$ cat src/rtl/jfpjc_pkg.sv
// jfpjc_pkg: shared widths, zigzag scan table and FSM states for the JPEG quantize/zigzag stage.
package jfpjc_pkg;
  localparam int COEF_W = 16;
  localparam int RECIP_W = 16;
  localparam int QCOEF_W = 12;
  localparam int BLOCK_SIZE = 64;
  localparam int ZIGZAG_TO_RASTER [BLOCK_SIZE] = '{
     0,  1,  8, 16,  9,  2,  3, 10, 17, 24, 32, 25, 18, 11,  4,  5,
    12, 19, 26, 33, 40, 48, 41, 34, 27, 20, 13,  6,  7, 14, 21, 28,
    35, 42, 49, 56, 57, 50, 43, 36, 29, 22, 15, 23, 30, 37, 44, 51,
    58, 59, 52, 45, 38, 31, 39, 46, 53, 60, 61, 54, 47, 55, 62, 63};
  typedef enum logic [1:0] {IDLE, RUN, DRAIN} state_t;
endpackage

$ cat src/rtl/zigzag_rom.sv
// zigzag_rom: zigzag scan index to raster (row-major) address.
module zigzag_rom
  import jfpjc_pkg::*;
(
  input  logic [5:0] index,
  output logic [5:0] addr
);
  always_comb addr = 6'(ZIGZAG_TO_RASTER[index]);
endmodule

$ cat src/rtl/jpeg_quantize_zigzag.sv
// jpeg_quantize_zigzag: zigzag read, reciprocal quantize, round, saturate and stream one 8x8 block.
// Optional DC prediction (index 0 sent as difference to previous block) with JPEG_QZ_DC_PRED_EN.
module jpeg_quantize_zigzag #(
  parameter int COEF_W = jfpjc_pkg::COEF_W,
  parameter int RECIP_W = jfpjc_pkg::RECIP_W,
  parameter int QCOEF_W = jfpjc_pkg::QCOEF_W
) (
  input  logic               clock,
  input  logic               reset,
  input  logic               start,
  output logic               busy,
  output logic [5:0]         coef_read_addr,
  input  logic [COEF_W-1:0]  coef_read_data,
  output logic [5:0]         recip_read_addr,
  input  logic [RECIP_W-1:0] recip_read_data,
  output logic               out_valid,
  input  logic               out_ready,
  output logic [QCOEF_W-1:0] out_data,
  output logic [5:0]         out_index,
  output logic               out_last,
  output logic               finished
);
  import jfpjc_pkg::*;
  localparam int P_W = COEF_W + RECIP_W + 1;
  localparam logic signed [P_W:0] QMAX = (P_W+1)'((1 <<< (QCOEF_W-1)) - 1);
  localparam logic signed [P_W:0] QMIN = -QMAX - 1;
  state_t state, state_n;
  logic [5:0] k, s1_index;
  logic s1_valid, held, stall, adv;
  logic [COEF_W-1:0] coef_hold;
  logic [RECIP_W-1:0] recip_hold, recip;
  logic signed [COEF_W-1:0] coef;
  logic signed [P_W-1:0] p;
  logic [P_W:0] mag, q_abs;
  logic signed [P_W:0] q;
  logic signed [QCOEF_W-1:0] q_sat, q_out;
  zigzag_rom u_rom (.index(k), .addr(coef_read_addr));
  assign recip_read_addr = coef_read_addr;
  assign busy = state != IDLE;
  assign stall = out_valid && !out_ready;
  assign adv = !stall;
  // The address moves on while a stall begins, so the word in S1 is parked until the stall clears.
  assign coef = held ? coef_hold : coef_read_data;
  assign recip = held ? recip_hold : recip_read_data;
  always_comb begin
    p = coef * $signed({1'b0, recip});
    mag = (P_W+1)'(p[P_W-1] ? -p : p);
    q_abs = (mag + (P_W+1)'(32768)) >> 16;
    q = recip == '0 ? (P_W+1)'(coef) : p[P_W-1] ? -q_abs : q_abs;
    q_sat = q > QMAX ? QMAX[QCOEF_W-1:0] : q < QMIN ? QMIN[QCOEF_W-1:0] : q[QCOEF_W-1:0];
  end
  always_comb
    state_n = state == IDLE ? (start ? RUN : IDLE)
            : state == RUN ? (adv && k == 6'(BLOCK_SIZE-1) ? DRAIN : RUN)
            : (out_valid && out_ready && out_last ? IDLE : DRAIN);
`ifdef JPEG_QZ_DC_PRED_EN
  logic signed [QCOEF_W-1:0] prev_dc, dc_hold;
  logic signed [QCOEF_W:0] diff;
  always_comb begin
    diff = {q_sat[QCOEF_W-1], q_sat} - {prev_dc[QCOEF_W-1], prev_dc};
    q_out = s1_index != '0 ? q_sat
          : diff[QCOEF_W] == diff[QCOEF_W-1] ? diff[QCOEF_W-1:0]
          : diff[QCOEF_W] ? {1'b1, {(QCOEF_W-1){1'b0}}} : {1'b0, {(QCOEF_W-1){1'b1}}};
  end
  always_ff @(posedge clock)
    if (reset) begin
      prev_dc <= '0;
      dc_hold <= '0;
    end else begin
      if (adv && s1_valid && s1_index == '0) dc_hold <= q_sat;
      if (out_valid && out_ready && out_index == '0) prev_dc <= dc_hold;
    end
`else
  assign q_out = q_sat;
`endif
  always_ff @(posedge clock)
    if (reset) begin
      state <= IDLE;
      k <= '0;
      s1_valid <= 1'b0;
      s1_index <= '0;
      held <= 1'b0;
      coef_hold <= '0;
      recip_hold <= '0;
      out_valid <= 1'b0;
      out_data <= '0;
      out_index <= '0;
      out_last <= 1'b0;
      finished <= 1'b0;
    end else begin
      state <= state_n;
      finished <= state == DRAIN && state_n == IDLE;
      held <= stall;
      if (stall && !held) begin
        coef_hold <= coef_read_data;
        recip_hold <= recip_read_data;
      end
      if (adv) begin
        k <= state == RUN ? k + 6'd1 : '0;
        s1_valid <= state == RUN;
        s1_index <= k;
        out_valid <= s1_valid;
        out_last <= s1_valid && s1_index == 6'(BLOCK_SIZE-1);
        if (s1_valid) begin
          out_data <= q_out;
          out_index <= s1_index;
        end
      end
    end
endmodule
$ cat config.mk
export PLATFORM = sky130hd
export DESIGN_NAME = jpeg_quantize_zigzag
export DESIGN_NICKNAME = d
export VERILOG_FILES = /design/src/rtl/jfpjc_pkg.sv /design/src/rtl/zigzag_rom.sv /design/src/rtl/jpeg_quantize_zigzag.sv
export SDC_FILE = /design/constraint.sdc
export NUM_CORES = 1
export LEC_CHECK = 0
export BUFFER_PORTS_ARGS = -buffer_cell sky130_fd_sc_hd__buf_2
export CORE_AREA = 10 10 169 249
export DETAILED_ROUTE_END_ITERATION = 8
export DIE_AREA = 0 0 179 259
export PLACE_DENSITY = 0.57
export SYNTH_ARGS = -nofsm -noshare
export SYNTH_HDL_FRONTEND = slang
export SYNTH_SLANG_ARGS = --single-unit
$ cat constraint.sdc
create_clock -name clock -period 18.5 [get_ports clock]
set_input_delay 2.775 -clock clock [delete_from_list [all_inputs] [get_ports clock]]
set_output_delay 2.775 -clock clock [all_outputs]
set_load 0.05 [all_outputs]
==> results.py <==
metrics = {
    "sta": {
        "timing.setup.tns_ns": 0,
        "clock.fmax_ghz": 0.0730,
        "whs_ns": 0.447,
        "rsz0062_at_grt": "false",
        "min_period_over_period": 0.741,
        "relSlewSlack": 0.215,
        "drv_slew": 0,
        "finClkSkew_ns": 0.00756,
        "worst_pin_slew_ns": 1.14,
        "setup_viol": 0,
        "finalCriticalPeriod_ns": 13.71,
        "hold_viol": 0,
    },
    "grt": {
        "antenna_found_initial": 0,
        "overflow": 0,
        "grt_pass1_wl_um": 75100,
        "grt_pass1_vias": 13500,
        "grt_usage": 0.207,
        "grt_max_degree": 70,
    },
    "synthesis": {
        "ys_ff_latch": 69,
        "syn-mean-instance-area_um2": 8.14,
        "syn_nets": 2188,
        "yosys.area.top_type": "fa_1",
        "synth_top_area_share": 0.263,
        "ys_top_cells_by_area": "fa_1 26%, ha_1 12%, dfxtp_1 9.3%",
        "yosysMostFrequentCell": "nand2_1",
        "synth_edf_count": 0,
        "synth.distinct_cells": 98,
        "ys_seq_area_frac": 0.0934,
        "synth_ff_type": "dfxtp_1",
        "async_reset_ff_frac": 0,
        "yosys_warnings": 0,
        "ys_top_cells_by_count": "282 x nand2_1, 237 x inv_1, 197 x nor2_1, 194 x fa_1, 140 x ha_1",
        "synth_area_um2": 14800,
        "netlist_instances": 1818,
    },
    "drt": {
        "route.detailed.drc": 0,
        "ant_nets": 0,
        "wl_um": 48300,
        "drt_iter0_drc": 924,
        "dr.pass1.iters": 5,
        "wl_per_cell_um": 20.6,
        "vias": 13200,
        "avgViaCountPerCell": 5.64,
    },
    "clock_network": {
        "htreeDepth": 3,
        "cts_inserted_buffers": 9,
        "clk_latency_ns": 0.34,
        "clk_pin_slew_worst_paths_ns": 0.06,
        "cts_sinks": 69,
        "cts_max_path_buffers": 2,
        "clockRootBuffer": "clkbuf_16",
        "cts_tree": "yes",
        "ctsHoldBuffers": 0,
        "cts_setup_buffers": 0,
        "cts.repair.resized": 0,
    },
    "place": {
        "gp_congestion": 0.951,
        "place_inst": 2326,
        "hpwlAfterDp_um": 39000,
        "port_buffers": 69,
    },
    "finish": {
        "multi_input_area_um2": 12200,
        "final_util": 0.426,
        "antennaDiodeCount": 0,
        "n_fill_cell": 3834,
        "final_cells": 2342,
        "seqCellArea_um2": 1380,
        "drive_gt1_frac": 0.119,
        "syn_to_final_growth_pct": 8.08,
        "final_net_count": 2218,
    },
    "floorplanning": {
        "fp.dieH_um": 259,
        "dieArea_um2": 46400,
        "ioPinCount": 70,
        "coreArea_um2": 37600,
        "rows": 87,
        "initial_core_util": 0.394,
        "die_w_um": 179,
    },
    "outcome": {
        "outcome": "complete, no violations",
    },
    "worst_setup_path": {
        "slowest_delay_ns": 0.87,
        "worst_path_max_delay_cell": "o21ai_1",
        "cp.required_ns": 18.67,
        "cp_max_fo": 26,
        "crit_top_cell": "fa_1",
        "crit_arrival_ns": 13.88,
        "worstSetupPathType": "in2reg",
        "timing.critical_path.from_type": "input pin",
        "critical_path.top_delay_family": "adder cells",
        "critPathBufInv": 5,
        "end_kind": "flop",
    },
    "hold_path": {
        "hp-class": "reg2reg",
    },
    "run": {
        "drv_cap": 0,
    },
}
cell type report:
class | instances | share of cell area
flip-flops and latches | 69 | 0.0865
multi-input cells | 1426 | 0.761
well taps | 489 | 0.0383
repair buffers | 102 | 0.0371
inverters | 240 | 0.0563
clock buffers | 11 | 0.0158
clock inverters | 5 | 0.00517
state kept, by name, indices dropped and copies added (netlist names):
register and cells:
state 2, k 6, out_index 6, out_last 1
s1_valid 1, out_valid 1, s1_index 6, finished 1
held 1, coef_hold 16, out_data 12, recip_hold 16
final timing paths:
check / startpoint / end / slack (ns) / cells past startpoint
max: recip_read_data[10] / out_data[9] / 4.79 / 34
min: state[0] / finished / 0.45 / 1
max reg2reg: held / out_data[9] / 5.81 / 34
min reg2reg: state[0] / finished / 0.45 / 1
worst register-to-register path, delay by kind of cell, from the launching register on:
family	cells	cell delay [ns]
mux	2	1.38
simple gates	7	2.44
fa+ha+maj	8	3.82
xor+xnor	2	0.36
buf+inv	5	0.87
flops	1	0.69
compound gates	10	2.97
per-layer routing:
metal / up-vias / wire length (um) / track usage
li1: 6085 / - / -
met1: 6588 / 17600 / 0.229
met2: 419 / 26100 / 0.384
met3: 119 / 2120 / 0.0234
met4: 0 / 2390 / 0.0933
met5: - / 0 / 0
stage by stage:
step,instance area (um2),setup WS [ns]
after CTS,16000,4.84
after global placement,15600,4.73
after global routing,16000,4.25
after floorplan,14800,6.05
after detailed placement,15600,4.51
final,16000,4.79
cells in the final DEF, fill, tap and decap left out, types with 14 or more instances in the layout:
cell type | netlist | layout
nand2_1 | 282 | 282
inv_1 | 237 | 237
nor2_1 | 197 | 195
fa_1 | 194 | 194
ha_1 | 140 | 140
a21oi_1 | 112 | 112
buf_2 | 7 | 69
dfxtp_1 | 69 | 68
mux2i_1 | 41 | 40
o21ai_0 | 38 | 38
xnor2_1 | 34 | 34
buf_4 | 7 | 33
mux2_2 | 30 | 30
nor3_1 | 28 | 28
nand3_1 | 21 | 21
nand4_1 | 18 | 18
o211ai_1 | 16 | 16
xor2_1 | 16 | 16
and2_1 | 15 | 15
nand2b_1 | 14 | 14
cell families after synthesis:
family	Yosys count	synth area share
simple gates	649	0.196
fa+ha+maj	334	0.381
buf+inv	323	0.0853
compound gates	313	0.153
mux	77	0.0582
flops	69	0.0934
xor+xnor	53	0.0333
Power is left out: the tool's default activity adds up to more than one toggle a clock period on the data nets, which glitch-free logic cannot reach.
